## config.mk

```make
export PLATFORM = sky130hd
export DESIGN_NAME = playback_controller_flat
export DESIGN_NICKNAME = d
export VERILOG_FILES = /design/src/rtl/playback_controller_pkg.sv /design/src/rtl/playback_controller_if.sv /design/src/rtl/playback_controller_gap_timer.sv /design/src/rtl/playback_controller.sv /design/src/flat_wrapper.sv
export SDC_FILE = /design/constraint.sdc
export NUM_CORES = 1
export LEC_CHECK = 0
export CAP_MARGIN = 20
export CORE_ASPECT_RATIO = 1.5
export CORE_MARGIN = 3
export CORE_UTILIZATION = 41
export DETAILED_ROUTE_END_ITERATION = 6
export GPL_ROUTABILITY_DRIVEN = 0
export GPL_TIMING_DRIVEN = 0
export HOLD_SLACK_MARGIN = 0.02
export PLACE_DENSITY = 0.79
export SYNTH_ARGS = -nofsm -noshare
export SYNTH_HDL_FRONTEND = slang
export SYNTH_SLANG_ARGS = --single-unit
```

## constraint.sdc

```tcl
create_clock -name clk -period 3.1 [get_ports clk]
set_input_delay 0.62 -clock clk [delete_from_list [all_inputs] [get_ports clk]]
set_output_delay 0.62 -clock clk [all_outputs]
set_load 0.01 [all_outputs]
```

## src/rtl/playback_controller_pkg.sv

```systemverilog
// Shared constants, state encodings and repeat-mode codes for the auto-mode playback sequencer.
package playback_controller_pkg;
  localparam int SONG_BITS     = 3;
  localparam int SONG_CNT_BITS = 8;
  localparam logic [SONG_BITS-1:0] NO_SONG = '1;

  typedef enum logic [2:0] {PB_IDLE, PB_LOAD, PB_PLAY, PB_GAP, PB_PAUSE} pb_state_t;

  localparam logic [1:0] RPT_STOP = 2'b00;
  localparam logic [1:0] RPT_ONE  = 2'b01;
  localparam logic [1:0] RPT_ALL  = 2'b10;
endpackage

```

## src/rtl/playback_controller_if.sv

```systemverilog
// Button/ROM/sound-engine bundle of the playback controller; master drives controls, slave is the controller.
interface playback_controller_if #(
  parameter int SONG_W = playback_controller_pkg::SONG_BITS,
  parameter int CNT_W  = playback_controller_pkg::SONG_CNT_BITS
);
  logic              en;
  logic [SONG_W-1:0] song_sel;
  logic              play_btn;
  logic              next_btn;
  logic              prev_btn;
  logic [1:0]        repeat_mode;
  logic [CNT_W-1:0]  track_len;
  logic              note_done;
  logic [SONG_W-1:0] song_idx;
  logic [CNT_W-1:0]  note_idx;
  logic              note_req;
  logic              note_abort;
  logic              playing;
  logic              mute;

  modport master (
    output en, song_sel, play_btn, next_btn, prev_btn, repeat_mode, track_len, note_done,
    input  song_idx, note_idx, note_req, note_abort, playing, mute
  );
  modport slave (
    input  en, song_sel, play_btn, next_btn, prev_btn, repeat_mode, track_len, note_done,
    output song_idx, note_idx, note_req, note_abort, playing, mute
  );
endinterface

```

## src/rtl/playback_controller_gap_timer.sv

```systemverilog
// Silent-gap down-counter between notes: load arms it, count decrements, expire flags the last gap cycle.
module playback_controller_gap_timer #(
  parameter int GAP_CYCLES = 2500000,
  localparam int W = $clog2(GAP_CYCLES + 1)
) (
  input  logic clk,
  input  logic rst,
  input  logic load,
  input  logic count,
  output logic expire
);
  logic [W-1:0] cnt;

  // Loaded with GAP_CYCLES-1 so the timer reads zero in the final gap cycle.
  always_ff @(posedge clk or posedge rst)
    if (rst)                    cnt <= '0;
    else if (load)              cnt <= W'(GAP_CYCLES - 1);
    else if (count && cnt != 0) cnt <= cnt - 1'b1;

  assign expire = (cnt == '0);
endmodule

```

## src/rtl/playback_controller.sv

```systemverilog
// Auto-mode song sequencer driving Song ROM addresses and the Sound engine start/done handshake.
// Optional inter-note silent gap compiled in with NOTE_GAP_EN.
module playback_controller
  import playback_controller_pkg::*;
#(
  parameter int SONG_W     = SONG_BITS,
  parameter int CNT_W      = SONG_CNT_BITS,
  parameter int NUM_SONGS  = 4,
  parameter int GAP_CYCLES = 2500000
) (
  input  logic                 clk,
  input  logic                 rst,
  playback_controller_if.slave bus
);
  localparam logic [SONG_W-1:0] LAST_SONG = SONG_W'(NUM_SONGS - 1);
  localparam logic [SONG_W-1:0] NONE      = SONG_W'(NO_SONG);

  pb_state_t         state, nxt_state;
  logic [SONG_W-1:0] nxt_song, song_inc, song_dec;
  logic [CNT_W-1:0]  nxt_note;
  logic              pause_pending, nxt_pp, nxt_abort;

  assign song_inc = (bus.song_idx >= LAST_SONG) ? '0 : bus.song_idx + 1'b1;
  assign song_dec = (bus.song_idx == '0 || bus.song_idx > LAST_SONG) ? LAST_SONG : bus.song_idx - 1'b1;

`ifdef NOTE_GAP_EN
  logic gap_load, gap_expire;

  playback_controller_gap_timer #(.GAP_CYCLES(GAP_CYCLES)) u_gap (
    .clk   (clk),
    .rst   (rst),
    .load  (gap_load),
    .count (state == PB_GAP),
    .expire(gap_expire)
  );
`else
  wire unused_gap_cfg = ^GAP_CYCLES;
`endif

  always_comb begin
    nxt_state = state;
    nxt_song  = bus.song_idx;
    nxt_note  = bus.note_idx;
    nxt_pp    = pause_pending;
    nxt_abort = 1'b0;
`ifdef NOTE_GAP_EN
    gap_load  = 1'b0;
`endif
    if (!bus.en) begin
      nxt_state = PB_IDLE;
      nxt_note  = '0;
      nxt_pp    = 1'b0;
      nxt_abort = (state == PB_PLAY);
      if (state == PB_IDLE) nxt_song = bus.song_sel;
    end else if (state == PB_IDLE) begin
      nxt_song = bus.song_sel;
      nxt_note = '0;
      if (bus.play_btn && bus.song_sel != NONE) nxt_state = PB_LOAD;
    end else if (bus.next_btn || bus.prev_btn) begin
      nxt_song  = bus.next_btn ? song_inc : song_dec;
      nxt_note  = '0;
      nxt_pp    = 1'b0;
      nxt_state = PB_LOAD;
      nxt_abort = (state == PB_PLAY);
    end else begin
      case (state)
        PB_LOAD: nxt_state = PB_PLAY;
        PB_PLAY:
          // A pause request wins over a coincident note_done, which is dropped.
          if (bus.play_btn) nxt_pp = 1'b1;
          else if (bus.note_done) begin
            if (bus.note_idx < bus.track_len) begin
              nxt_note = bus.note_idx + 1'b1;
              if (pause_pending) begin
                nxt_state = PB_PAUSE;
                nxt_pp    = 1'b0;
              end else begin
`ifdef NOTE_GAP_EN
                nxt_state = PB_GAP;
                gap_load  = 1'b1;
`else
                nxt_state = PB_LOAD;
`endif
              end
            end else begin
              nxt_note = '0;
              case (bus.repeat_mode)
                RPT_ONE: nxt_state = PB_LOAD;
                RPT_ALL: begin
                  nxt_song  = song_inc;
                  nxt_state = PB_LOAD;
                end
                default: begin
                  nxt_state = PB_IDLE;
                  nxt_pp    = 1'b0;
                end
              endcase
              if (nxt_state == PB_LOAD && pause_pending) begin
                nxt_state = PB_PAUSE;
                nxt_pp    = 1'b0;
              end
            end
          end
`ifdef NOTE_GAP_EN
        PB_GAP:
          if (bus.play_btn)     nxt_state = PB_PAUSE;
          else if (gap_expire)  nxt_state = PB_LOAD;
`endif
        PB_PAUSE: if (bus.play_btn) nxt_state = PB_LOAD;
        default:  nxt_state = PB_IDLE;
      endcase
    end
  end

  // Outputs are decoded from the next state so they are registered yet aligned with it.
  always_ff @(posedge clk or posedge rst)
    if (rst) begin
      state          <= PB_IDLE;
      pause_pending  <= 1'b0;
      bus.song_idx   <= '0;
      bus.note_idx   <= '0;
      bus.note_req   <= 1'b0;
      bus.note_abort <= 1'b0;
      bus.playing    <= 1'b0;
      bus.mute       <= 1'b1;
    end else begin
      state          <= nxt_state;
      pause_pending  <= nxt_pp;
      bus.song_idx   <= nxt_song;
      bus.note_idx   <= nxt_note;
      bus.note_req   <= (nxt_state == PB_LOAD);
      bus.note_abort <= nxt_abort;
      bus.playing    <= (nxt_state == PB_LOAD) || (nxt_state == PB_PLAY) || (nxt_state == PB_GAP);
      bus.mute       <= (nxt_state != PB_PLAY);
    end
endmodule
```

## src/flat_wrapper.sv

```systemverilog
// flat-port wrapper written by rule: the top's interface ports become plain ports
module playback_controller_flat import playback_controller_pkg::*;
#(
  parameter int SONG_W     = SONG_BITS,
  parameter int CNT_W      = SONG_CNT_BITS,
  parameter int NUM_SONGS  = 4,
  parameter int GAP_CYCLES = 2500000
)
  (clk, rst, bus_en, bus_song_sel, bus_play_btn, bus_next_btn, bus_prev_btn, bus_repeat_mode, bus_track_len, bus_note_done, bus_song_idx, bus_note_idx, bus_note_req, bus_note_abort, bus_playing, bus_mute);
  playback_controller_if #(.SONG_W(SONG_W), .CNT_W(CNT_W)) bus_i ();
  input  logic clk;
  input  logic rst;
  input wire logic [$bits(bus_i.en)-1:0] bus_en;
  input wire logic [$bits(bus_i.song_sel)-1:0] bus_song_sel;
  input wire logic [$bits(bus_i.play_btn)-1:0] bus_play_btn;
  input wire logic [$bits(bus_i.next_btn)-1:0] bus_next_btn;
  input wire logic [$bits(bus_i.prev_btn)-1:0] bus_prev_btn;
  input wire logic [$bits(bus_i.repeat_mode)-1:0] bus_repeat_mode;
  input wire logic [$bits(bus_i.track_len)-1:0] bus_track_len;
  input wire logic [$bits(bus_i.note_done)-1:0] bus_note_done;
  output wire logic [$bits(bus_i.song_idx)-1:0] bus_song_idx;
  output wire logic [$bits(bus_i.note_idx)-1:0] bus_note_idx;
  output wire logic [$bits(bus_i.note_req)-1:0] bus_note_req;
  output wire logic [$bits(bus_i.note_abort)-1:0] bus_note_abort;
  output wire logic [$bits(bus_i.playing)-1:0] bus_playing;
  output wire logic [$bits(bus_i.mute)-1:0] bus_mute;
  assign bus_i.en = bus_en;
  assign bus_i.song_sel = bus_song_sel;
  assign bus_i.play_btn = bus_play_btn;
  assign bus_i.next_btn = bus_next_btn;
  assign bus_i.prev_btn = bus_prev_btn;
  assign bus_i.repeat_mode = bus_repeat_mode;
  assign bus_i.track_len = bus_track_len;
  assign bus_i.note_done = bus_note_done;
  assign bus_song_idx = bus_i.song_idx;
  assign bus_note_idx = bus_i.note_idx;
  assign bus_note_req = bus_i.note_req;
  assign bus_note_abort = bus_i.note_abort;
  assign bus_playing = bus_i.playing;
  assign bus_mute = bus_i.mute;
  playback_controller #(.SONG_W(SONG_W), .CNT_W(CNT_W), .NUM_SONGS(NUM_SONGS), .GAP_CYCLES(GAP_CYCLES)) u_core (.clk(clk), .rst(rst), .bus(bus_i));
endmodule
```

==> flow_summary.ini <==
[floorplan]
num_io_pins = 35
die_x_microns = 53.27
dieArea_sq_um = 4096
fp.dieH_microns = 76.90
rows = 25
coreArea_sq_um = 3191
start_util_pct = 43.06

[cts]
post_cts_buffers = 0
clkLatencyLatePin_ns = 0.26
cts_root_buf = clkbuf_8
cts_max_level = 1
clk_path_buf_depth = 2
cts_buffers = 3
cts_tree = yes
postCtsHoldBufs = 0
post_cts_resized = 0
path_clk_slew_ns = 0.07
clkSinkCount = 19

[yosys]
yosys.area_share.simple_pct = 23.95
synth_edf_count = 0
syn-num-nets = 189
synth_common_cells = 18 x dfrtp_1, 18 x nor2_1, 15 x inv_1, 14 x o21ai_0, 13 x ha_1
synthFlopType = dfrtp_1
synthDominantAreaCellType = dfrtp_1
syn_inst = 156
synth.avg_cell_area_sq_um = 8.807
synth_cell_types = 42
synthArstFlopShare_pct = 100.0
synth_top_area_share_pct = 32.79
synth_top_family_by_area = simple AND/OR/NAND/NOR gates
synth-compound-area-share_pct = 22.13
syn-cell-area_sq_um = 1374
synthAdderAreaFrac_pct = 11.84
yosysSeqAreaShare_pct = 34.70
synthMuxAreaShare_pct = 2.277
yosys-top-cells-area = dfrtp_1 33%, ha_1 12%, o21ai_0 5.1%, nor2_1 4.9%, inv_1 4.1%
ys_warn_count = 0
ys_ff_latch = 19
synthXorXnorAreaFrac_pct = 0.6375

[route]
wire_per_inst_microns = 14.15
drc_errors = 0
drtAntennaViolNets = 0
first_iter_violations = 57
wirelength_microns = 3311
viasPerCell = 5.526
drt_first_pass_iters = 4
vias = 1293

[critical_path]
crit_path_end_kind = register
crit_required_ns = 3.28
cp.arrival_ns = 2.79
path_class = in2reg
crit_fanout = 5
startpoint_type = input pin

[finish]
final_area_sq_um = 1810
synthToLayoutAreaGrowth_pct = 31.79
drive_above_1_share_pct = 7.216
fin_util_pct = 56.75
antennaDiodeCount = 0
fin_nets = 228

[timing]
layout_setup_ws_ns = 0.4883
worst_pin_slew_ns = 0.7343
fin_skew_ns = 0.002458
rsz0062_at_grt = no
fin_crit_sh_pct = 84.25
timing_hold_violations_final = 0
max-slew-margin-rel_pct = 50.99
setup_tns_ns = 0
finalSetupViolCount = 0
max_freq_mhz = 382.9
period_needed_ns = 2.612
finalMaxSlewViolations = 0

[placement]
place_ws_ns = 0.2067
place_hpwl_microns = 2632
port_buffers = 34
post_dp_cell_area_sq_um = 1764

[grt]
grt.overflow.total = 0
grt_util_all_layers_pct = 18.37
antenna_found_initial = 0
grt_pass1_wl_microns = 5837
grt_pass1_vias = 1383
grt_max_degree = 20

[outcome]
outcome = finished, final reports clean

[pwr]
ir_drop_v = 0.0002575
power_density_nw_per_um2 = 327.7
leakage_nw = 0.8009
p_total_mw = 0.5933

[run]
maxCapViolations = 0

[worst_hold_path]
hold_path.class = reg2reg
routing by layer:
metal,part of all wire [%],vias to the layer above,GRT usage [%]
met4,2.4,0,9.207
met5,0,-,0
met2,54,32,32.19
met1,41,617,20.47
li1,-,637,-
met3,3.4,7,2.524
path summary, 6_finish.rpt:
| path | from | to | slack (ns) | cells past startpoint |
|---|---|---|---|---|
| max reg2reg | u_core.bus.note_idx[5] | u_core.bus.song_idx[1] | 0.84 | 7 |
| max in group asynchronous | rst | u_core.bus.note_idx[4] | 1.86 | 2 |
| max | bus_track_len[5] | u_core.bus.song_idx[1] | 0.49 | 9 |
| min in group asynchronous | rst | u_core.bus.note_idx[5] | 0.78 | 2 |
| min reg2reg | u_core.pause_pending | u_core.state[2] | 0.58 | 2 |
| min | u_core.pause_pending | u_core.state[2] | 0.58 | 2 |
layout by cell type, fill, tap and decap left out, types with 2 or more instances in the layout:
cell type and n:
nand3_1 8, clkbuf_8 3, nor3b_1 2, ha_1 13, o21a_1 2, a31oi_1 2, a22oi_1 2, nand2b_1 2
a21boi_0 4, nor2b_1 3, nand3b_1 2, inv_1 15, nor3_1 8, mux2i_1 2, nor2_1 18, a211oi_1 2
clkdlybuf4s50_1 34, nand2_1 11, a21oi_1 5, dfrtp_1 18, o21ai_0 14
through the flow:
stage / hold slack, ns / std cells
CTS: 0.5762 / 234
global placement: 0.5295 / 230
global route: 0.6168 / 234
finish: 0.5832 / 234
detailed placement: 0.5460 / 230
floorplan: 0.5130 / 156
cell families (layout without fill, tap and decap cells):
logic type,count (synthesis),count (layout)
buffers and inverters,16,54
adders and majority gates,13,13
and+or+nand+nor,63,63
muxes,3,3
DFF,19,19
xor gates and xnor gates,1,1
AOI/OAI and AO/OA,41,41
area by class of cell:
| class | instances | area, sq um |
|---|---|---|
| repair buffers | 34 | 340.3 |
| well taps | 40 | 50.05 |
| plain buffers | 1 | 5.005 |
| multi-input cells | 121 | 835.8 |
| inverters | 15 | 56.30 |
| clock buffers | 3 | 41.29 |
| fillers | 303 | 1380 |
| clock inverters | 1 | 5.005 |
| flip-flops and latches | 19 | 476.7 |
critical path: stages:
cell and delay (ns):
clkdlybuf4s50_1 0.45, inv_1 0.04, ha_1 0.28, a211o_1 0.27, o211ai_1 0.18, nand2_1 0.15, o211ai_2 0.28, mux2_2 0.36
o21ai_0 0.16
sequential cells by signal, indices dropped and copies added, names as in the netlist:
register and cells:
u_core.bus.note_idx 8, u_core.bus.song_idx 3, u_core.state 3, u_core.bus.mute 1, u_core.bus.note_abort 1, u_core.bus.note_req 1
u_core.bus.playing 1, u_core.pause_pending 1
power by group:
| group | leakage, nW | internal [mW] | switching [mW] |
|---|---|---|---|
| sequential | 0.252 | 0.258 | 0.0132 |
| clock | 0.0255 | 0.0896 | 0.0874 |
| combinational | 0.524 | 0.0728 | 0.0719 |
Power figures use the tool's default switching activity.
